**src/rtl/dmem_arb_pkg.sv**
```systemverilog
// dmem_arb_pkg: shared types and constants for the data-memory arbiter.
// Holds the owner-state enum, the requester IDs and the default burst limit.
package dmem_arb_pkg;

  // Owner state records who received the grant in the previous cycle.
  typedef enum logic [1:0] {
    IDLE     = 2'd0,
    OWN_CORE = 2'd1,
    OWN_HOST = 2'd2
  } ownerState_e;

  // Requester identifiers, used by the last-winner pointer and response routing.
  localparam logic REQ_CORE = 1'b0;
  localparam logic REQ_HOST = 1'b1;

  // Default limit on consecutive locked grants to one owner.
  localparam int MAX_BURST_DEFAULT = 16;

  // Width of the burst counter; covers the full legal MAX_BURST range up to 255.
  localparam int BURST_CNT_W = 8;

  // Returns the requester ID matching an owner state. IDLE maps to the core,
  // and callers only use the result when a grant exists.
  function automatic logic ownerToId(input ownerState_e state);
    return (state == OWN_HOST) ? REQ_HOST : REQ_CORE;
  endfunction

endpackage

```
**src/rtl/dmem_arb_rsp_track.sv**
```systemverilog
// dmem_arb_rsp_track: read-response tracker for the data-memory arbiter.
// Remembers whether the previous cycle granted a read, and to whom. It then
// steers the memory's registered read data to that requester only.
module dmem_arb_rsp_track
  import dmem_arb_pkg::*;
#(
  parameter int DATA_W = 16
) (
  input  logic              clk,
  input  logic              reset_n,
  input  logic              i_readGnt,
  input  logic              i_readId,
  input  logic [DATA_W-1:0] i_memRdata,
  output logic              o_coreRvalid,
  output logic              o_hostRvalid,
  output logic [DATA_W-1:0] o_coreRdata,
  output logic [DATA_W-1:0] o_hostRdata
);

  logic r_rspValid;
  logic r_rspId;

  // Capture every read grant so its response appears exactly one cycle later.
  always_ff @(posedge clk or negedge reset_n) begin
    if (!reset_n) begin
      r_rspValid <= 1'b0;
      r_rspId    <= REQ_CORE;
    end else begin
      r_rspValid <= i_readGnt;
      if (i_readGnt) begin
        r_rspId <= i_readId;
      end
    end
  end

  // Route the returning data to the requester that issued the read; the other side sees zero.
  always_comb begin
    o_coreRvalid = 1'b0;
    o_hostRvalid = 1'b0;
    o_coreRdata  = '0;
    o_hostRdata  = '0;
    if (r_rspValid) begin
      if (r_rspId == REQ_HOST) begin
        o_hostRvalid = 1'b1;
        o_hostRdata  = i_memRdata;
      end else begin
        o_coreRvalid = 1'b1;
        o_coreRdata  = i_memRdata;
      end
    end
  end

endmodule

```
**src/rtl/dmem_arbiter.sv**
```systemverilog
// dmem_arbiter: two-requester arbiter for the single-port data memory.
// It shares the memory between the core data port and the host loader port.
// Grants are round-robin, single-cycle and combinational. Read responses are
// routed back one cycle later.
// Optional feature: define DMEM_ARB_BURST_EN to let a locked owner keep the
// grant for up to MAX_BURST consecutive transfers.
module dmem_arbiter
  import dmem_arb_pkg::*;
#(
  parameter int DATA_W    = 16,
  parameter int ADDR_W    = 16,
  parameter int MAX_BURST = MAX_BURST_DEFAULT
) (
  input  logic              clk,
  input  logic              reset_n,
  input  logic              core_req,
  input  logic              core_we,
  input  logic              core_lock,
  input  logic [ADDR_W-1:0] core_addr,
  input  logic [DATA_W-1:0] core_wdata,
  input  logic              host_req,
  input  logic              host_we,
  input  logic              host_lock,
  input  logic [ADDR_W-1:0] host_addr,
  input  logic [DATA_W-1:0] host_wdata,
  output logic              core_gnt,
  output logic              host_gnt,
  output logic              core_rvalid,
  output logic              host_rvalid,
  output logic [DATA_W-1:0] core_rdata,
  output logic [DATA_W-1:0] host_rdata,
  output logic              mem_en,
  output logic              mem_we,
  output logic [ADDR_W-1:0] mem_addr,
  output logic [DATA_W-1:0] mem_wdata,
  input  logic [DATA_W-1:0] mem_rdata
);

  ownerState_e r_state;
  ownerState_e w_stateNext;
  logic        r_lastWinner;
  logic        w_lastWinnerNext;
  logic        w_holdCore;
  logic        w_holdHost;
  logic        w_readGnt;
  logic        w_readId;

`ifdef DMEM_ARB_BURST_EN
  localparam logic [BURST_CNT_W-1:0] BURST_LIMIT = BURST_CNT_W'(MAX_BURST);

  logic [BURST_CNT_W-1:0] r_burstCnt;
  logic [BURST_CNT_W-1:0] w_burstCntNext;

  // A locked owner keeps the grant only while its run of locked grants is below the limit.
  assign w_holdCore = (r_state == OWN_CORE) && core_lock && (r_burstCnt < BURST_LIMIT);
  assign w_holdHost = (r_state == OWN_HOST) && host_lock && (r_burstCnt < BURST_LIMIT);

  // Count consecutive locked grants: a new owner or a dropped lock restarts the run, and the count saturates at the limit.
  always_comb begin
    w_burstCntNext = '0;
    if (core_gnt && core_lock) begin
      if (r_state == OWN_CORE) begin
        w_burstCntNext = (r_burstCnt == BURST_LIMIT) ? BURST_LIMIT : r_burstCnt + 1'b1;
      end else begin
        w_burstCntNext = BURST_CNT_W'(1);
      end
    end else if (host_gnt && host_lock) begin
      if (r_state == OWN_HOST) begin
        w_burstCntNext = (r_burstCnt == BURST_LIMIT) ? BURST_LIMIT : r_burstCnt + 1'b1;
      end else begin
        w_burstCntNext = BURST_CNT_W'(1);
      end
    end
  end

  // Burst counter register.
  always_ff @(posedge clk or negedge reset_n) begin
    if (!reset_n) begin
      r_burstCnt <= '0;
    end else begin
      r_burstCnt <= w_burstCntNext;
    end
  end
`else
  logic w_unusedLock;

  // Without burst hold, the lock hints have no effect and arbitration is pure round-robin.
  assign w_unusedLock = core_lock | host_lock;
  assign w_holdCore   = 1'b0;
  assign w_holdHost   = 1'b0;
`endif

  // Owner state and last-winner pointer. The pointer starts at the host so the core wins the first tie.
  always_ff @(posedge clk or negedge reset_n) begin
    if (!reset_n) begin
      r_state      <= IDLE;
      r_lastWinner <= REQ_HOST;
    end else begin
      r_state      <= w_stateNext;
      r_lastWinner <= w_lastWinnerNext;
    end
  end

  // Pick the winner. A lone requester always wins; on contention a burst hold
  // wins first, otherwise the requester that did not win last time.
  always_comb begin
    core_gnt         = 1'b0;
    host_gnt         = 1'b0;
    w_stateNext      = IDLE;
    w_lastWinnerNext = r_lastWinner;
    if (core_req && host_req) begin
      if (w_holdCore) begin
        core_gnt = 1'b1;
      end else if (w_holdHost) begin
        host_gnt = 1'b1;
      end else if (r_lastWinner == REQ_HOST) begin
        core_gnt = 1'b1;
      end else begin
        host_gnt = 1'b1;
      end
    end else if (core_req) begin
      core_gnt = 1'b1;
    end else if (host_req) begin
      host_gnt = 1'b1;
    end
    if (core_gnt) begin
      w_stateNext      = OWN_CORE;
      w_lastWinnerNext = REQ_CORE;
    end else if (host_gnt) begin
      w_stateNext      = OWN_HOST;
      w_lastWinnerNext = REQ_HOST;
    end
  end

  // Drive the memory port from the winner. The port is held at zero whenever no transfer happens.
  always_comb begin
    mem_en    = core_gnt | host_gnt;
    mem_we    = 1'b0;
    mem_addr  = '0;
    mem_wdata = '0;
    if (core_gnt) begin
      mem_we    = core_we;
      mem_addr  = core_addr;
      mem_wdata = core_wdata;
    end else if (host_gnt) begin
      mem_we    = host_we;
      mem_addr  = host_addr;
      mem_wdata = host_wdata;
    end
  end

  assign w_readGnt = mem_en & ~mem_we;
  assign w_readId  = host_gnt ? REQ_HOST : ownerToId(OWN_CORE);

  dmem_arb_rsp_track #(
    .DATA_W (DATA_W)
  ) u_rspTrack (
    .clk          (clk),
    .reset_n      (reset_n),
    .i_readGnt    (w_readGnt),
    .i_readId     (w_readId),
    .i_memRdata   (mem_rdata),
    .o_coreRvalid (core_rvalid),
    .o_hostRvalid (host_rvalid),
    .o_coreRdata  (core_rdata),
    .o_hostRdata  (host_rdata)
  );

endmodule

```
**config.mk**
```make
export PLATFORM = sky130hd
export DESIGN_NAME = dmem_arbiter
export DESIGN_NICKNAME = d
export VERILOG_FILES = /design/src/rtl/dmem_arb_pkg.sv /design/src/rtl/dmem_arb_rsp_track.sv /design/src/rtl/dmem_arbiter.sv
export SDC_FILE = /design/constraint.sdc
export NUM_CORES = 1
export LEC_CHECK = 0
export CORE_MARGIN = 2
export CORE_UTILIZATION = 17
export CTS_CLUSTER_DIAMETER = 100
export CTS_CLUSTER_SIZE = 40
export DETAILED_ROUTE_END_ITERATION = 10
export HOLD_SLACK_MARGIN = 0.02
export PLACE_DENSITY = 0.8
export SLEW_MARGIN = 20
export SYNTH_ARGS = -nofsm -noshare
export SYNTH_HDL_FRONTEND = slang
export SYNTH_SLANG_ARGS = --single-unit
export TNS_END_PERCENT = 20
```
**constraint.sdc**
```tcl
create_clock -name clk -period 1.15 [get_ports clk]
set_input_delay 0.1725 -clock clk [delete_from_list [all_inputs] [get_ports clk]]
set_output_delay 0.1725 -clock clk [all_outputs]
set_load 0.05 [all_outputs]
```
# [After elaboration in Yosys (flattened, before gate mapping)]
# Cells that the tools add are included.
[totals] register_bits=3 inputBits=88 output_inout_bits=70
[op_classes] muxes=24 bitwise_logic=3 n_reduce_logical=2
[ops] cell="16-bit 2-to-1 mux" count=8
[ops] cell="1-bit 2-to-1 mux" count=16
[ops] cell="2-bit nonzero test" count=1
[ops] cell="1-bit bitwise AND" count=1
[ops] cell="1-bit logical AND" count=1
[ops] cell="1-bit NOT" count=1
[ops] cell="1-bit bitwise OR" count=1

# [Depth between registers and ports, before layout]
[logic_depth] word_depth=7 depth_mapped=5

# [Modules after synthesis]
# Synthesis repeated with hierarchy kept, for this count alone.
[hier_totals] hier_cells=97 hier_area_um2=918.4
[by_module_without_submodules] mod="dmem_arbiter" n_inst=1 cells_per_inst=54 area_per_inst_um2=560.5 seq_area_each_um2=26.3
[by_module_without_submodules] mod="dmem_arb_rsp_track" n_inst=1 cells_per_inst=43 area_per_inst_um2=357.8 seq_area_each_um2=50.0

# [Worst setup path before layout]
# Ideal clock, no wire load.
[synth_timing] path_type="register -> output" from="register r_lastWinner" to="output port mem_wdata[10]" arrival_time_ps=1476 t_required_ps=978 setup_slack_ps=-498 path_stages_with_launch=6 n_path_buf=1 path_cell_list="dfstp_2 > nand2b_1 > nand2_2 > inv_4 > buf_8 > a22o_1"
[synth_lines] element="start, declared" line_no="dmem_arbiter.sv:41" text="logic r_lastWinner;"
[synth_lines] element="start signal, assigned" line_no="dmem_arbiter.sv:100" text="r_lastWinner <= w_lastWinnerNext;"
[synth_lines] element="1-bit 2-to-1 mux" line_no="dmem_arbiter.sv:116" text="end else if (r_lastWinner == REQ_HOST) begin"
[synth_lines] element="1-bit 2-to-1 mux" line_no="dmem_arbiter.sv:111" text="if (core_req && host_req) begin"
[synth_lines] element="via core_gnt" line_no="dmem_arbiter.sv:26" text="output logic core_gnt,"
[synth_lines] element="16-bit 2-to-1 mux" line_no="dmem_arbiter.sv:141" text="if (core_gnt) begin"
[synth_lines] element="end, declared" line_no="dmem_arbiter.sv:35" text="output logic [DATA_W-1:0] mem_wdata,"
# The timed path passes the listed nets, and every way through them passes these cells.

# [Worst setup path in the final report]
[layout_timing] from="register r_lastWinner" to="output port mem_wdata[13]"
[layout_between] elab_chain_cells=4
[layout_lines] element="1-bit 2-to-1 mux" line_no="dmem_arbiter.sv:116"
[layout_lines] element="1-bit 2-to-1 mux" line_no="dmem_arbiter.sv:111"
[layout_lines] element="16-bit 2-to-1 mux" line_no="dmem_arbiter.sv:145" text="end else if (host_gnt) begin"
[layout_lines] element="16-bit 2-to-1 mux *" line_no="dmem_arbiter.sv:141"
# Mark *: on every way between the ends. The rest lies on a longest branch, timed or not.

==> metrics <==
outcome complete, but fails checks; failing checks negative setup slack; CTS Buf Count 3; cts hold-fix bufs 0; first-pass GRT wire length 8490 um; IO Pins 158; most common cell in the synthesized netlist a22o_1; FF-to-FF path depth 4; worst r2r dst u_rspTrack.r_rspId; DIE AREA 0.00497 mm2; GR Util All Layers 22.1%; Slew HR 82.9%; vias per cell 4.84; fin crit share 144%; main combinational cell family by area after synthesis compound AO/OA/AOI/OAI gates; YS warnings 0; Critical path buffers and inverters 3; # DRC 0; Crit. Startpoint r_lastWinner; clock sinks 3; Post-synth top cells 33 x a22o_1, 16 x and2_1, 16 x and3_1; ANT nets after route 0; Synth Register Bits 3; Max rail drop VDD 0.531 mV; Ant. Diodes 0; CTS root buffer clkbuf_8; fin nets 355; H-tree Lvls 1; Tightest Pin Transition 0.255 ns; Synth Area in Adders 0%; port bufs 155; ys flop type dfrtp_1; CTS tree done; Post-Synthesis Cell Area 752 um2; R2R Path Start r_lastWinner; chip width 70.5 um; crit path time final 1.66 ns; Avg WL per Cell 19.2 um; sequential element share of the synthesized area 10.1%; remaining global-route overflow 0; gp weighted congestion 0.741; Pleak 1.62 nW; syn_nets 183; clk_skew 0.000854 ns; CP Cell Sequence nand2b_4 > nand2_4 > clkinv_8 > clkbuf_16 > a22o_4 > buf_12; final count of negative-setup-slack endpoints 71; Area Growth Syn to Fin 388%; Post-DP HPWL 4780 um; post-synthesis simple-gate area fraction 32.4%; fillcell total 199; Final Hold Vio Count 0; R2R Setup Slk -0.01 ns; Synth Area in Compound Gates 44.6%; Critical Path RT 0.98 ns; Post-synth EDFFs 0; Yosys top cell area share 38.4%; xor/xnor share of the synthesized area 0%; achievable clock frequency 604 MHz; CP max FO 5; largest net degree at the start of global routing 21; DRT Pass-1 Iters 4; Synth Instances 95; critical path class reg2out; overall power 3.26 mW; most area-hungry cell type in the Yosys netlist a22o_1; layout cell share with drive strength beyond 1 58.3%; final hold slack 0.126 ns; Syn Area/Cell 7.92 um2; Synth cell types 22; Die H 70.5 um; final worst-path setup slack -0.506 ns; number of core rows 24; DR vias 1,539; crit end category output port; max cap viols 0; Async SR Flop Fraction 100%; slowest stage delay, CP 0.56 ns; CP delay by family, top flip-flops; Slowest-stage cell, CP dfstp_2; Skew-Pair Late Insertion Delay 0.22 ns; crit path launch type flip-flop; antenna violations before repair 0; CTS Buffer Depth 2; power per cell area 888 mW/mm2; min-delay worst type in2async; WP data arrival 1.48 ns; DR iter-0 viols 47; Routed WL 6100 um; ranking of synthesized cells by area a22o_1 38%, and2_1 13%, and3_1 13%, dfrtp_1 6.7%, buf_8 6.0%; multiplexer area fraction after synthesis 0%; Clock Pin Slew Worst Setup and Hold Paths 0.03 ns; RSZ-0062 raised after global routing yes; starting density of the core 17.5%; number of global-route vias before repair 1,686; Core ar. 0.00429 mm2; Slew Limit Fails 0
## sequential cells by signal, indices dropped and copies added, names as in the netlist
register / cells
r_lastWinner: 1
u_rspTrack.r_rspValid: 1
u_rspTrack.r_rspId: 1
## power by group
part | internal (mW) | switching (mW) | leakage [nW]
logic | 1.48 | 1.32 | 1.56
clock network | 0.238 | 0.0849 | 0.0228
registers | 0.125 | 0.0160 | 0.0355
total | 1.84 | 1.42 | 1.62
## cell type report
class	instances	area (um2)	area share [%]
multi-input combinational	79	940	25.6
tap	52	65.1	1.77
sequential	3	76.3	2.08
timing repair buffer	177	2520	68.6
clock buffer	4	45.0	1.23
inverter	3	23.8	0.648
## per-layer routing
metal	up-vias	wire length, um	GRT usage [%]
met2	105	3540	46.2
met3	17	485	4.91
li1	709	-	-
met5	-	0	0
met1	708	1880	20.4
met4	0	197	7.26
## worst register-to-register path, cell delays in order (launching register included)
cell	delay (ns)
dfstp_2	0.56
buf_4	0.12
a21oi_1	0.07
o22ai_1	0.20
nor2_1	0.08
## cells by family (layout without fill, tap and decap cells)
| logic type | count (synthesis) | after routing |
|---|---|---|
| AND/OR/NAND/NOR | 40 | 40 |
| buffers and inverters | 13 | 184 |
| AO/OA/AOI/OAI | 39 | 39 |
| flip-flops | 3 | 3 |
## worst max-delay path by stage
stage                         end  depth (start not counted)
detailed placement   mem_wdata[8]                          8
finish              mem_wdata[13]                          6
global placement           mem_we                          8
CTS                  mem_wdata[8]                          6
floorplan           mem_wdata[10]                          5
global route         mem_addr[12]                          6
## timing repair
item,4_1_cts,5_1_grt
pin swaps,9,8
setup buffers,2,2
gates cloned,0,1
endpoints found under the setup margin,72,72
resized for setup,19,10
## per-stage QoR
step | instance area (um2) | std cells | util [%] | setup TNS (ns) | setup slack [ns]
after floorplan | 1070 | 95 | - | -9.52 | -0.233
after global placement | 3470 | 309 | 80.9 | -19.63 | -0.515
after detailed placement | 3470 | 309 | 80.9 | -21.82 | -0.553
after CTS | 3590 | 315 | 83.6 | -25.09 | -0.526
after global routing | 3670 | 318 | 85.4 | -27.50 | -0.543
final | 3670 | 318 | 85.4 | -25.14 | -0.506
## placed cells by master (no fill, tap or decap), drive strengths merged, types with 2 or more instances in the layout
master	instances
buf	92
clkdlybuf4s50	83
a22o	33
and3	16
and2	16
clkbuf	5
a21oi	2
dfrtp	2
nand2	2
nor2	2
nand2b	2
inv	2
o22ai	2
Note: power is estimated with default switching activity, not from simulation.
